### config.mk
export PLATFORM = sky130hd
export DESIGN_NAME = button_command_scheduler
export DESIGN_NICKNAME = d
export VERILOG_FILES = /design/src/rtl/button_command_scheduler.sv
export SDC_FILE = /design/constraint.sdc
export NUM_CORES = 1
export LEC_CHECK = 0
export CELL_PAD_IN_SITES_DETAIL_PLACEMENT = 1
export CELL_PAD_IN_SITES_GLOBAL_PLACEMENT = 1
export CORE_MARGIN = 2
export CORE_UTILIZATION = 38
export CTS_CLUSTER_DIAMETER = 50
export DETAILED_ROUTE_END_ITERATION = 8
export PLACE_DENSITY = 0.78
export SYNTH_ARGS = -nofsm -noshare
export SYNTH_HDL_FRONTEND = slang
export SYNTH_SLANG_ARGS = --single-unit
### constraint.sdc
create_clock -name Clock -period 2.3 [get_ports Clock]
set_clock_uncertainty 0.2 [all_clocks]
set_input_delay 0.23 -clock Clock [delete_from_list [all_inputs] [get_ports Clock]]
set_output_delay 0.23 -clock Clock [all_outputs]
set_load 0.03 [all_outputs]
### src/rtl/button_command_scheduler.sv
// -----------------------------------------------------------------------------
// button_command_scheduler
//
// Shares one command channel among N_BTN raw active-low pushbuttons. Each
// button is synchronized (2 flops), debounced by a small FSM that emits a
// single-cycle pulse per physical press, and latched into a pending flag.
// A fixed-priority arbiter (lowest index wins) moves one pending flag per
// cycle into a command FIFO that is drained over a valid/ready handshake.
//
// Ports
//   Clock          : single clock, rising edge
//   Resetn         : asynchronous active-low reset
//   btn_n          : raw asynchronous buttons, 0 = pressed
//   cmd_ready      : downstream accepts the head command
//   cmd_valid      : FIFO non-empty
//   cmd_id         : button index at the FIFO head
//   pending_count  : FIFO occupancy, 0..FIFO_DEPTH
//   overflow       : sticky, set when a press event is lost
//   busy           : any pending flag set or FIFO non-empty
// -----------------------------------------------------------------------------
module button_command_scheduler #(
  parameter int N_BTN           = 4,
  parameter int DEBOUNCE_CYCLES = 4,
  parameter int FIFO_DEPTH      = 4
) (
  input  logic                        Clock,
  input  logic                        Resetn,
  input  logic [N_BTN-1:0]            btn_n,
  input  logic                        cmd_ready,
  output logic                        cmd_valid,
  output logic [$clog2(N_BTN)-1:0]    cmd_id,
  output logic [$clog2(FIFO_DEPTH):0] pending_count,
  output logic                        overflow,
  output logic                        busy
);

  localparam int IDW = $clog2(N_BTN);
  localparam int PW  = $clog2(FIFO_DEPTH);
  localparam int CW  = $clog2(DEBOUNCE_CYCLES + 1);

  // Counter value on the sample *before* the last one of a stable run.
  localparam logic [CW-1:0] CNT_LAST = CW'(DEBOUNCE_CYCLES - 1);
  localparam logic [PW:0]   CNT_FULL = (PW + 1)'(FIFO_DEPTH);

  typedef enum logic [2:0] {
    ST_IDLE,
    ST_CNT_LOW,
    ST_PRESS,
    ST_HELD,
    ST_CNT_HIGH
  } btn_state_e;

  // Synchronizer
  logic [N_BTN-1:0] sync1_q;
  logic [N_BTN-1:0] s_q;

  // Debounce FSMs
  btn_state_e       state_q [N_BTN];
  btn_state_e       state_d [N_BTN];
  logic [CW-1:0]    cnt_q   [N_BTN];
  logic [CW-1:0]    cnt_d   [N_BTN];
  logic [N_BTN-1:0] pulse;

  // Pending flags / arbiter
  logic [N_BTN-1:0] pending_q;
  logic [N_BTN-1:0] pending_d;
  logic [N_BTN-1:0] grant;
  logic [IDW-1:0]   grant_idx;
  logic             overflow_q;
  logic             overflow_d;

  // FIFO
  logic [IDW-1:0]   mem_q [FIFO_DEPTH];
  logic [PW-1:0]    wr_ptr_q;
  logic [PW-1:0]    rd_ptr_q;
  logic [PW-1:0]    rd_ptr_nxt;
  logic [PW:0]      count_q;
  logic [PW:0]      count_d;
  logic [IDW-1:0]   cmd_id_q;
  logic [IDW-1:0]   cmd_id_d;
  logic             pop;
  logic             push;
  logic             push_allowed;

  // ---- Synchronizer stage: released (1) out of reset so a button held
  // through reset is seen as a fresh falling edge afterwards.
  always_ff @(posedge Clock or negedge Resetn) begin
    if (!Resetn) begin
      sync1_q <= '1;
      s_q     <= '1;
    end else begin
      sync1_q <= btn_n;
      s_q     <= sync1_q;
    end
  end

  // ---- Debounce FSM stage
  always_ff @(posedge Clock or negedge Resetn) begin
    if (!Resetn) begin
      for (int i = 0; i < N_BTN; i++) begin
        state_q[i] <= ST_IDLE;
        cnt_q[i]   <= '0;
      end
    end else begin
      for (int i = 0; i < N_BTN; i++) begin
        state_q[i] <= state_d[i];
        cnt_q[i]   <= cnt_d[i];
      end
    end
  end

  always_comb begin
    for (int i = 0; i < N_BTN; i++) begin
      state_d[i] = state_q[i];
      cnt_d[i]   = cnt_q[i];
      pulse[i]   = 1'b0;
      case (state_q[i])
        ST_IDLE: begin
          if (!s_q[i]) begin
            state_d[i] = ST_CNT_LOW;
            cnt_d[i]   = CW'(1);
          end
        end
        ST_CNT_LOW: begin
          if (s_q[i]) begin
            state_d[i] = ST_IDLE;
          end else if (cnt_q[i] == CNT_LAST) begin
            state_d[i] = ST_PRESS;
          end else begin
            cnt_d[i] = cnt_q[i] + CW'(1);
          end
        end
        ST_PRESS: begin
          pulse[i]   = 1'b1;
          state_d[i] = ST_HELD;
        end
        ST_HELD: begin
          if (s_q[i]) begin
            state_d[i] = ST_CNT_HIGH;
            cnt_d[i]   = CW'(1);
          end
        end
        ST_CNT_HIGH: begin
          if (!s_q[i]) begin
            state_d[i] = ST_HELD;
          end else if (cnt_q[i] == CNT_LAST) begin
            state_d[i] = ST_IDLE;
          end else begin
            cnt_d[i] = cnt_q[i] + CW'(1);
          end
        end
        default: state_d[i] = ST_IDLE;
      endcase
    end
  end

  // ---- Arbitration / pending stage
  assign pop          = cmd_valid & cmd_ready;
  assign push_allowed = (count_q != CNT_FULL) | pop;

  always_comb begin
    grant_idx = '0;
    // Descending scan so the lowest set index is the one left standing.
    for (int i = N_BTN - 1; i >= 0; i--) begin
      if (pending_q[i]) grant_idx = IDW'(i);
    end
    grant = '0;
    if (push_allowed && (|pending_q)) grant[grant_idx] = 1'b1;
  end

  assign push       = |grant;
  assign pending_d  = (pending_q & ~grant) | pulse;
  assign overflow_d = overflow_q | (|(pulse & pending_q & ~grant));

  always_ff @(posedge Clock or negedge Resetn) begin
    if (!Resetn) begin
      pending_q  <= '0;
      overflow_q <= 1'b0;
    end else begin
      pending_q  <= pending_d;
      overflow_q <= overflow_d;
    end
  end

  // ---- FIFO stage
  assign rd_ptr_nxt = rd_ptr_q + PW'(1);

  always_comb begin
    count_d = count_q;
    case ({push, pop})
      2'b10:   count_d = count_q + (PW + 1)'(1);
      2'b01:   count_d = count_q - (PW + 1)'(1);
      default: count_d = count_q;
    endcase
  end

  // The head is kept in its own register so it reads 0 after reset and
  // holds its last value while empty. The entry behind the head is always
  // already stored when a pop happens with more than one entry.
  always_comb begin
    cmd_id_d = cmd_id_q;
    if (pop) begin
      if (count_q > (PW + 1)'(1)) begin
        cmd_id_d = mem_q[rd_ptr_nxt];
      end else if (push) begin
        cmd_id_d = grant_idx;
      end
    end else if (push && (count_q == '0)) begin
      cmd_id_d = grant_idx;
    end
  end

  always_ff @(posedge Clock or negedge Resetn) begin
    if (!Resetn) begin
      wr_ptr_q <= '0;
      rd_ptr_q <= '0;
      count_q  <= '0;
      cmd_id_q <= '0;
    end else begin
      if (push) wr_ptr_q <= wr_ptr_q + PW'(1);
      if (pop)  rd_ptr_q <= rd_ptr_nxt;
      count_q  <= count_d;
      cmd_id_q <= cmd_id_d;
    end
  end

  always_ff @(posedge Clock) begin
    if (push) mem_q[wr_ptr_q] <= grant_idx;
  end

  // ---- Outputs
  assign cmd_valid     = (count_q != '0);
  assign cmd_id        = cmd_id_q;
  assign pending_count = count_q;
  assign overflow      = overflow_q;
  assign busy          = (|pending_q) | (count_q != '0);

endmodule

==> results of run 1 <==
logic make-up (layout without fill, tap and decap cells):
family,after synthesis,count (layout)
compound gates,47,47
mux,19,19
xor+xnor,9,9
fa+ha+maj,18,18
simple gates,85,85
flops,54,54
buf+inv,24,50
final cells by class:
| type | count | area (um^2) | area share (%) |
|---|---|---|---|
| clock buffers | 5 | 68.8 | 2.08 |
| clock inverters | 3 | 47.5 | 1.44 |
| inverters | 15 | 56.3 | 1.70 |
| multi-input cells | 178 | 1370 | 41.5 |
| flip-flops and latches | 54 | 1400 | 42.5 |
| well taps | 99 | 124 | 3.75 |
| repair buffers | 27 | 234 | 7.08 |
power by group through the flow:
stage	registers, mW	logic (mW)	clock network [mW]
after floorplan	1.69	1.57	0
after global placement	1.73	2.04	0
after detailed placement	1.77	2.16	0
after CTS	1.76	2.17	0.688
after global routing	1.82	2.50	0.736
final	1.75	2.22	0.663
metal layers:
layer	vias to the layer above	GRT usage (%)	share of wire, %
met1	990	17.6	44
met4	0	3.46	0.47
met5	-	0	0
met3	5	2.77	2.7
met2	30	26.7	53
li1	949	-	-
sequential cells by signal, indices dropped and copies added (netlist names):
signal	flops
cnt_q	12
state_q	12
mem_q	8
pending_q	4
s_q	4
sync1_q	4
pending_count	3
cmd_id	2
rd_ptr_q	2
wr_ptr_q	2
overflow	1
path summary, 6_finish.rpt:
| path | endpoint | cells past startpoint |
|---|---|---|
| min in group asynchronous | rd_ptr_q[1]$_DFFE_PN0P_ | 2 |
| max reg2reg | cmd_id[0]$_DFFE_PN0P_ | 6 |
| max in group asynchronous | sync1_q[2]$_DFF_PN1_ | 3 |
| min | sync1_q[1]$_DFF_PN1_ | 1 |
| min reg2reg | s_q[2]$_DFF_PN1_ | 0 |
| max | cmd_id[0]$_DFFE_PN0P_ | 6 |
metrics by stage:
stage	setup WS (ns)	instance area (um^2)	hold slack [ns]	setup TNS (ns)
floorplan	0.0100	2850	-0.266	0
global placement	0.0481	3140	-0.00525	0
detailed placement	-0.0110	3140	-0.00150	-0.0143
CTS	0.00362	3270	0.107	0
global route	-0.00423	3310	0.101	-0.00423
finish	0.0941	3310	0.111	0
worst reg2reg max path, cell delays in order, from the launching register on:
cell and delay [ns]:
dfrtp_2 0.45, buf_4 0.16, ha_1 0.18, o21bai_1 0.20, o21ai_0 0.30, mux2_2 0.37
mux2_2 0.26
cell usage in the layout, fill, tap and decap left out, drive strengths merged, types with 4 or more instances in the layout:
cell           Yosys  routed
and2               7       7
nand2b             9       9
o21a               5       5
or3                4       4
edfxtp             8       8
a21oi              9       9
xnor2              7       7
dfstp              8       8
buf                5      13
inv               15      17
mux2              11      11
clkdlybuf4s50      0      12
a211oi             5       5
clkbuf             4       5
dfrtp             38      38
nor2              21      21
o21ai             10      10
o32ai              6       6
ha                18      18
mux2i              6       6
nand2             17      17
nor3               8       8
nor2b              8       8
what timing repair did:
action,4_1_cts,5_1_grt
setup endpoints to repair,2,2
buffers inserted,0,3
endpoints found under the hold margin,15,0
hold buffers,1,0
gates resized for setup,2,2
gates cloned,0,0
pin swaps,0,1
==> impl_metrics.env, run 1 <==
export IMPL_status="finished, final reports clean"
export IMPL_wl_per_cell_um=14.5
export IMPL_track_usage_pct=14.6
export IMPL_postRouteAntennaNets=0
export IMPL_netlist_instances=256
export IMPL_required_ns=2.32
export IMPL_die_h_um=90.1
export IMPL_cpMaxStageDelayCell="dfrtp_2"
export IMPL_htree_levels=2
export IMPL_powerDensity_nw_per_um2=1400
export IMPL_max_stage_delay_ns=0.45
export IMPL_synthTopCellsByArea="dfrtp_1 34%, edfxtp_1 8.5%, ha_1 8.0%, dfstp_2 7.5%, mux2_1 2.8%"
export IMPL_p_int_mw=2.79
export IMPL_synthMuxAreaShare_pct=8.14
export IMPL_synth_top_area_share_pct=33.8
export IMPL_period_needed_ns=2.21
export IMPL_pwr_share_seq_pct=37.8
export IMPL_hold_viol=0
export IMPL_post_route_util_pct=45.8
export IMPL_cp_startpoint="pending_count[0]$_DFFE_PN0P_"
export IMPL_n_fill_cell=809
export IMPL_std_cell_rows=31
export IMPL_synth_area_leader_cell="dfrtp_1"
export IMPL_place_inst=369
export IMPL_drt_iter0_drc=89
export IMPL_io_buffers=14
export IMPL_setup_viol=0
export IMPL_min_from="btn_n[1]"
export IMPL_overflow=0
export IMPL_critPathKind="register to register"
export IMPL_yosysMostFrequentCell="dfrtp_1"
export IMPL_nets=306
export IMPL_wl_um=5510
export IMPL_fmax_mhz=453
export IMPL_power_total_mw=4.63
export IMPL_insertion_delay_ns=0.32
export IMPL_arrival_ns=2.22
export IMPL_layout_drive_gt1_share_pct=18.4
export IMPL_cts_sinks=54
export IMPL_synth_edf_count=8
export IMPL_synth_fp_nets=281
export IMPL_hold_path_class="primary input to register"
export IMPL_cts_root_buf="clkbuf_8"
export IMPL_final_cells=381
export IMPL_fin_crit_sh_pct=95.9
export IMPL_first_global_vias=2147
export IMPL_synth_cell_type_count=46
export IMPL_vias=1974
export IMPL_clock_power_share_pct=14.3
export IMPL_io_pins=15
export IMPL_drt_vias_per_instance=5.18
export IMPL_start_kind="register"
export IMPL_switchingPower_mw=1.84
export IMPL_worstSetupEndpointType="register"
export IMPL_ir_drop_v=0.000556
export IMPL_grt_pass1_wl_um=9830
export IMPL_syn_area_um2=2810
export IMPL_cts_buffers=5
export IMPL_relSlewSlack_pct=66.1
export IMPL_drv_slew=0
export IMPL_cpMostUsedCell="mux2_2"
export IMPL_dieArea_um2=8110
export IMPL_tightestPinTransition_ns=0.505
export IMPL_hpwlAfterDp_um=4100
export IMPL_worst_path_max_fanout=4
export IMPL_p_leak_nw=1.38
export IMPL_pwr_share_comb_pct=47.9
export IMPL_place_congestion=0.756
export IMPL_crit_chain="buf_4 > ha_1 > o21bai_1 > o21ai_0 > mux2_2 > mux2_2"
export IMPL_ys_seq_area_share_pct=49.8
export IMPL_area_growth_pct=17.5
export IMPL_async_flop_share_pct=85.2
export IMPL_r2r_slack_ns=0.09
export IMPL_grt_max_degree=22
export IMPL_cts_buffer_depth=2
export IMPL_synth_fa_ha_area_share_pct=8.00
export IMPL_cp_num_buf_inv=1
export IMPL_crit_family="multiplexers"
export IMPL_yosys_area_share_xor_xnor_pct=2.80
export IMPL_grt_antenna_before_repair=0
export IMPL_synth_top_family_by_area="simple AND/OR/NAND/NOR gates"
export IMPL_dr_pass1_iters=4
export IMPL_ys_top_cells_by_count="38 x dfrtp_1, 21 x nor2_1, 18 x ha_1, 17 x nand2_1, 15 x inv_1"
export IMPL_cts_tree="built"
export IMPL_start_util_pct=39.0
export IMPL_path_clk_slew_ns=0.11
export IMPL_synth_compound_area_share_pct=11.8
export IMPL_dieWidth_um=90.1
export IMPL_yosys_register_bits=54
export IMPL_ys_flop_type="dfrtp_1"
export IMPL_drv_cap=0
export IMPL_yosys_area_share_simple_pct=16.0
export IMPL_drcViolationCount=0
export IMPL_diodes=0
export IMPL_synth_warnings=0
export IMPL_r2r_start="pending_count[0]$_DFFE_PN0P_"
export IMPL_core_um2=7210
export IMPL_syn_avg_cell_area_um2=11.0
export IMPL_p_sw_share_pct=39.7
No activity file was read; power rests on OpenSTA's default activity.
==> inputs of run 2 (changes only) <==
--- a/config.mk
+++ b/config.mk
@@ -11,6 +11,7 @@
 export CORE_UTILIZATION = 38
 export CTS_CLUSTER_DIAMETER = 50
 export DETAILED_ROUTE_END_ITERATION = 8
+export HOLD_SLACK_MARGIN = 0.08
 export PLACE_DENSITY = 0.78
 export SYNTH_ARGS = -nofsm -noshare
 export SYNTH_HDL_FRONTEND = slang
==> results of run 2 <==
The final DEF is identical to that of run 1; final timing and power are the same.
==> inputs of run 3 (changes only) <==
--- a/config.mk
+++ b/config.mk
@@ -7,6 +7,7 @@
 export LEC_CHECK = 0
 export CELL_PAD_IN_SITES_DETAIL_PLACEMENT = 1
 export CELL_PAD_IN_SITES_GLOBAL_PLACEMENT = 1
+export CORE_ASPECT_RATIO = 1.75
 export CORE_MARGIN = 2
 export CORE_UTILIZATION = 38
 export CTS_CLUSTER_DIAMETER = 50
==> impl_metrics.env, run 3 (synthesis gave the netlist of run 1 again) <==
export IMPL_post_route_util_pct=46.9
export IMPL_insertion_delay_ns=0.29
export IMPL_switchingPower_mw=1.88
export IMPL_drcViolationCount=0
export IMPL_required_ns=2.28
export IMPL_start_kind="register"
export IMPL_layout_common_cells="36 x dfrtp_1, 20 x nor2_1, 17 x nand2_1"
export IMPL_grt_max_degree=25
export IMPL_drv_slew=0
export IMPL_pwr_share_comb_pct=47.4
export IMPL_hold_viol=0
export IMPL_reg_top3="cnt_q x12, state_q x12, mem_q x8"
export IMPL_area_growth_pct=19.7
export IMPL_cts_tree="built"
export IMPL_cp_num_buf_inv=2
export IMPL_drv_cap=0
export IMPL_start_util_pct=39.2
export IMPL_ir_drop_v=0.000741
export IMPL_arrival_ns=2.19
export IMPL_cts_buffers=5
export IMPL_hold_path_class="primary input to register"
export IMPL_p_int_mw=3.04
export IMPL_postRouteAntennaNets=0
export IMPL_cpMaxStageDelayCell="dfrtp_2"
export IMPL_grt_pass1_wl_um=10300
export IMPL_critPathKind="register to register"
export IMPL_crit_chain="inv_2 > ha_4 > and3b_2 > nor2_4 > inv_2 > ha_4 > a21oi_2 > a211oi_2 > mux2_4"
export IMPL_core_um2=7180
export IMPL_p_sw_share_pct=38.2
export IMPL_cts_sinks=54
export IMPL_cts_root_buf="clkbuf_16"
export IMPL_grt_antenna_before_repair=0
export IMPL_p_leak_nw=1.42
export IMPL_path_clk_slew_ns=0.07
export IMPL_fmax_mhz=453
export IMPL_place_congestion=0.746
export IMPL_worst_path_max_fanout=3
export IMPL_dieWidth_um=69.1
export IMPL_htree_levels=2
export IMPL_crit_family="flip-flops"
export IMPL_wl_per_cell_um=15.3
export IMPL_dp_slack_ns=-0.0744
export IMPL_vias=1965
export IMPL_diodes=0
export IMPL_drt_vias_per_instance=5.31
export IMPL_overflow=0
export IMPL_io_buffers=14
export IMPL_first_global_vias=2232
export IMPL_cts_buffer_depth=2
export IMPL_std_cell_rows=41
export IMPL_fin_crit_sh_pct=96.0
export IMPL_layout_drive_gt1_share_pct=19.7
export IMPL_relSlewSlack_pct=61.6
export IMPL_max_stage_delay_ns=0.43
export IMPL_clock_power_share_pct=17.1
export IMPL_io_pins=15
export IMPL_nets=308
export IMPL_tightestPinTransition_ns=0.576
export IMPL_setup_viol=0
export IMPL_track_usage_pct=15.6
export IMPL_powerDensity_nw_per_um2=1460
export IMPL_dieArea_um2=8140
export IMPL_fin_ws_ns=0.0930
export IMPL_drt_iter0_drc=45
export IMPL_die_h_um=118
export IMPL_dr_pass1_iters=4
export IMPL_hpwlAfterDp_um=4180
export IMPL_period_needed_ns=2.21
export IMPL_final_common_cell="dfrtp_1"
export IMPL_worstSetupEndpointType="register"
export IMPL_wl_um=5660
export IMPL_pwr_share_seq_pct=35.5
export IMPL_status="finished, final reports clean"
## run 3: cell types whose count changed in the layout (fill, tap and decap cells not counted)
cell | previous run | this run
o21ai_0 | 5 | 4
buf_4 | 12 | 14
a21oi_2 | 0 | 1
o21ai_2 | 0 | 1
mux2_2 | 4 | 2
clkbuf_16 | 0 | 5
clkbuf_8 | 5 | 0
mux2_4 | 0 | 2
inv_6 | 2 | 0
a21oi_1 | 9 | 8
clkinv_2 | 0 | 2
## run 3: final timing paths
| kind | slack [ns] | start | endpoint | cells after the start |
|---|---|---|---|---|
| max | 0.09 | pending_count[0]$_DFFE_PN0P_ | cmd_id[1]$_DFFE_PN0P_ | 9 |
| min reg2reg | 0.16 | sync1_q[0]$_DFF_PN1_ | s_q[0]$_DFF_PN1_ | 0 |
| min | 0.13 | btn_n[3] | sync1_q[3]$_DFF_PN1_ | 1 |
| max reg2reg | 0.09 | pending_count[0]$_DFFE_PN0P_ | cmd_id[1]$_DFFE_PN0P_ | 9 |
| min in group asynchronous | 0.27 | Resetn | rd_ptr_q[1]$_DFFE_PN0P_ | 2 |
| max in group asynchronous | 0.97 | Resetn | sync1_q[3]$_DFF_PN1_ | 3 |
## run 3: metal layers
layer,wire length [um],vias up,global-route usage [%]
li1,-,945,-
met1,2090,979,16.2
met2,3280,26,29.1
met3,134,15,2.83
met4,159,0,7.97
met5,0,-,0
## run 3: worst register-to-register path, stage by stage, from the launching register on
cell      delay [ns]
dfrtp_2         0.43
inv_2           0.08
ha_4            0.15
and3b_2         0.22
nor2_4          0.05
inv_2           0.08
ha_4            0.14
a21oi_2         0.06
a211oi_2        0.35
mux2_4          0.33
## run 3: cell type report
type | count | area, um^2
clock buffers | 5 | 125
clock inverters | 3 | 40.0
fillers | 799 | 3810
inverters | 15 | 56.3
multi-input cells | 178 | 1390
flip-flops and latches | 54 | 1400
well taps | 86 | 108
repair buffers | 29 | 249
## run 3: timing repair
| item | 4_1_cts | 5_1_grt |
|---|---|---|
| pin swaps | 1 | 2 |
| hold buffers | 1 | 0 |
| gates resized for setup | 3 | 6 |
| endpoints found under the hold margin | 20 | 0 |
| buffers inserted | 1 | 3 |
| cloned | 0 | 0 |
| endpoints found under the setup margin | 3 | 2 |
## run 3: stage by stage
step	hold WS, ns	power [mW]	cells	setup TNS (ns)	cell area (um^2)
after detailed placement	0.0699	3.95	357	-0.145	3130
after CTS	0.127	4.88	367	0	3330
after global placement	0.0601	3.79	357	0	3130
after floorplan	-0.266	3.26	256	0	2850
final	0.134	4.91	370	0	3370
after global routing	0.146	5.34	370	-0.00455	3370
## run 3: power groups by stage
stage / combinational (mW) / sequential [mW] / clock, mW
2_1_floorplan: 1.57 / 1.69 / 0
3_3_place_gp: 2.07 / 1.73 / 0
3_5_place_dp: 2.19 / 1.76 / 0
4_1_cts: 2.27 / 1.75 / 0.870
5_1_grt: 2.62 / 1.81 / 0.910
6_report: 2.33 / 1.75 / 0.839
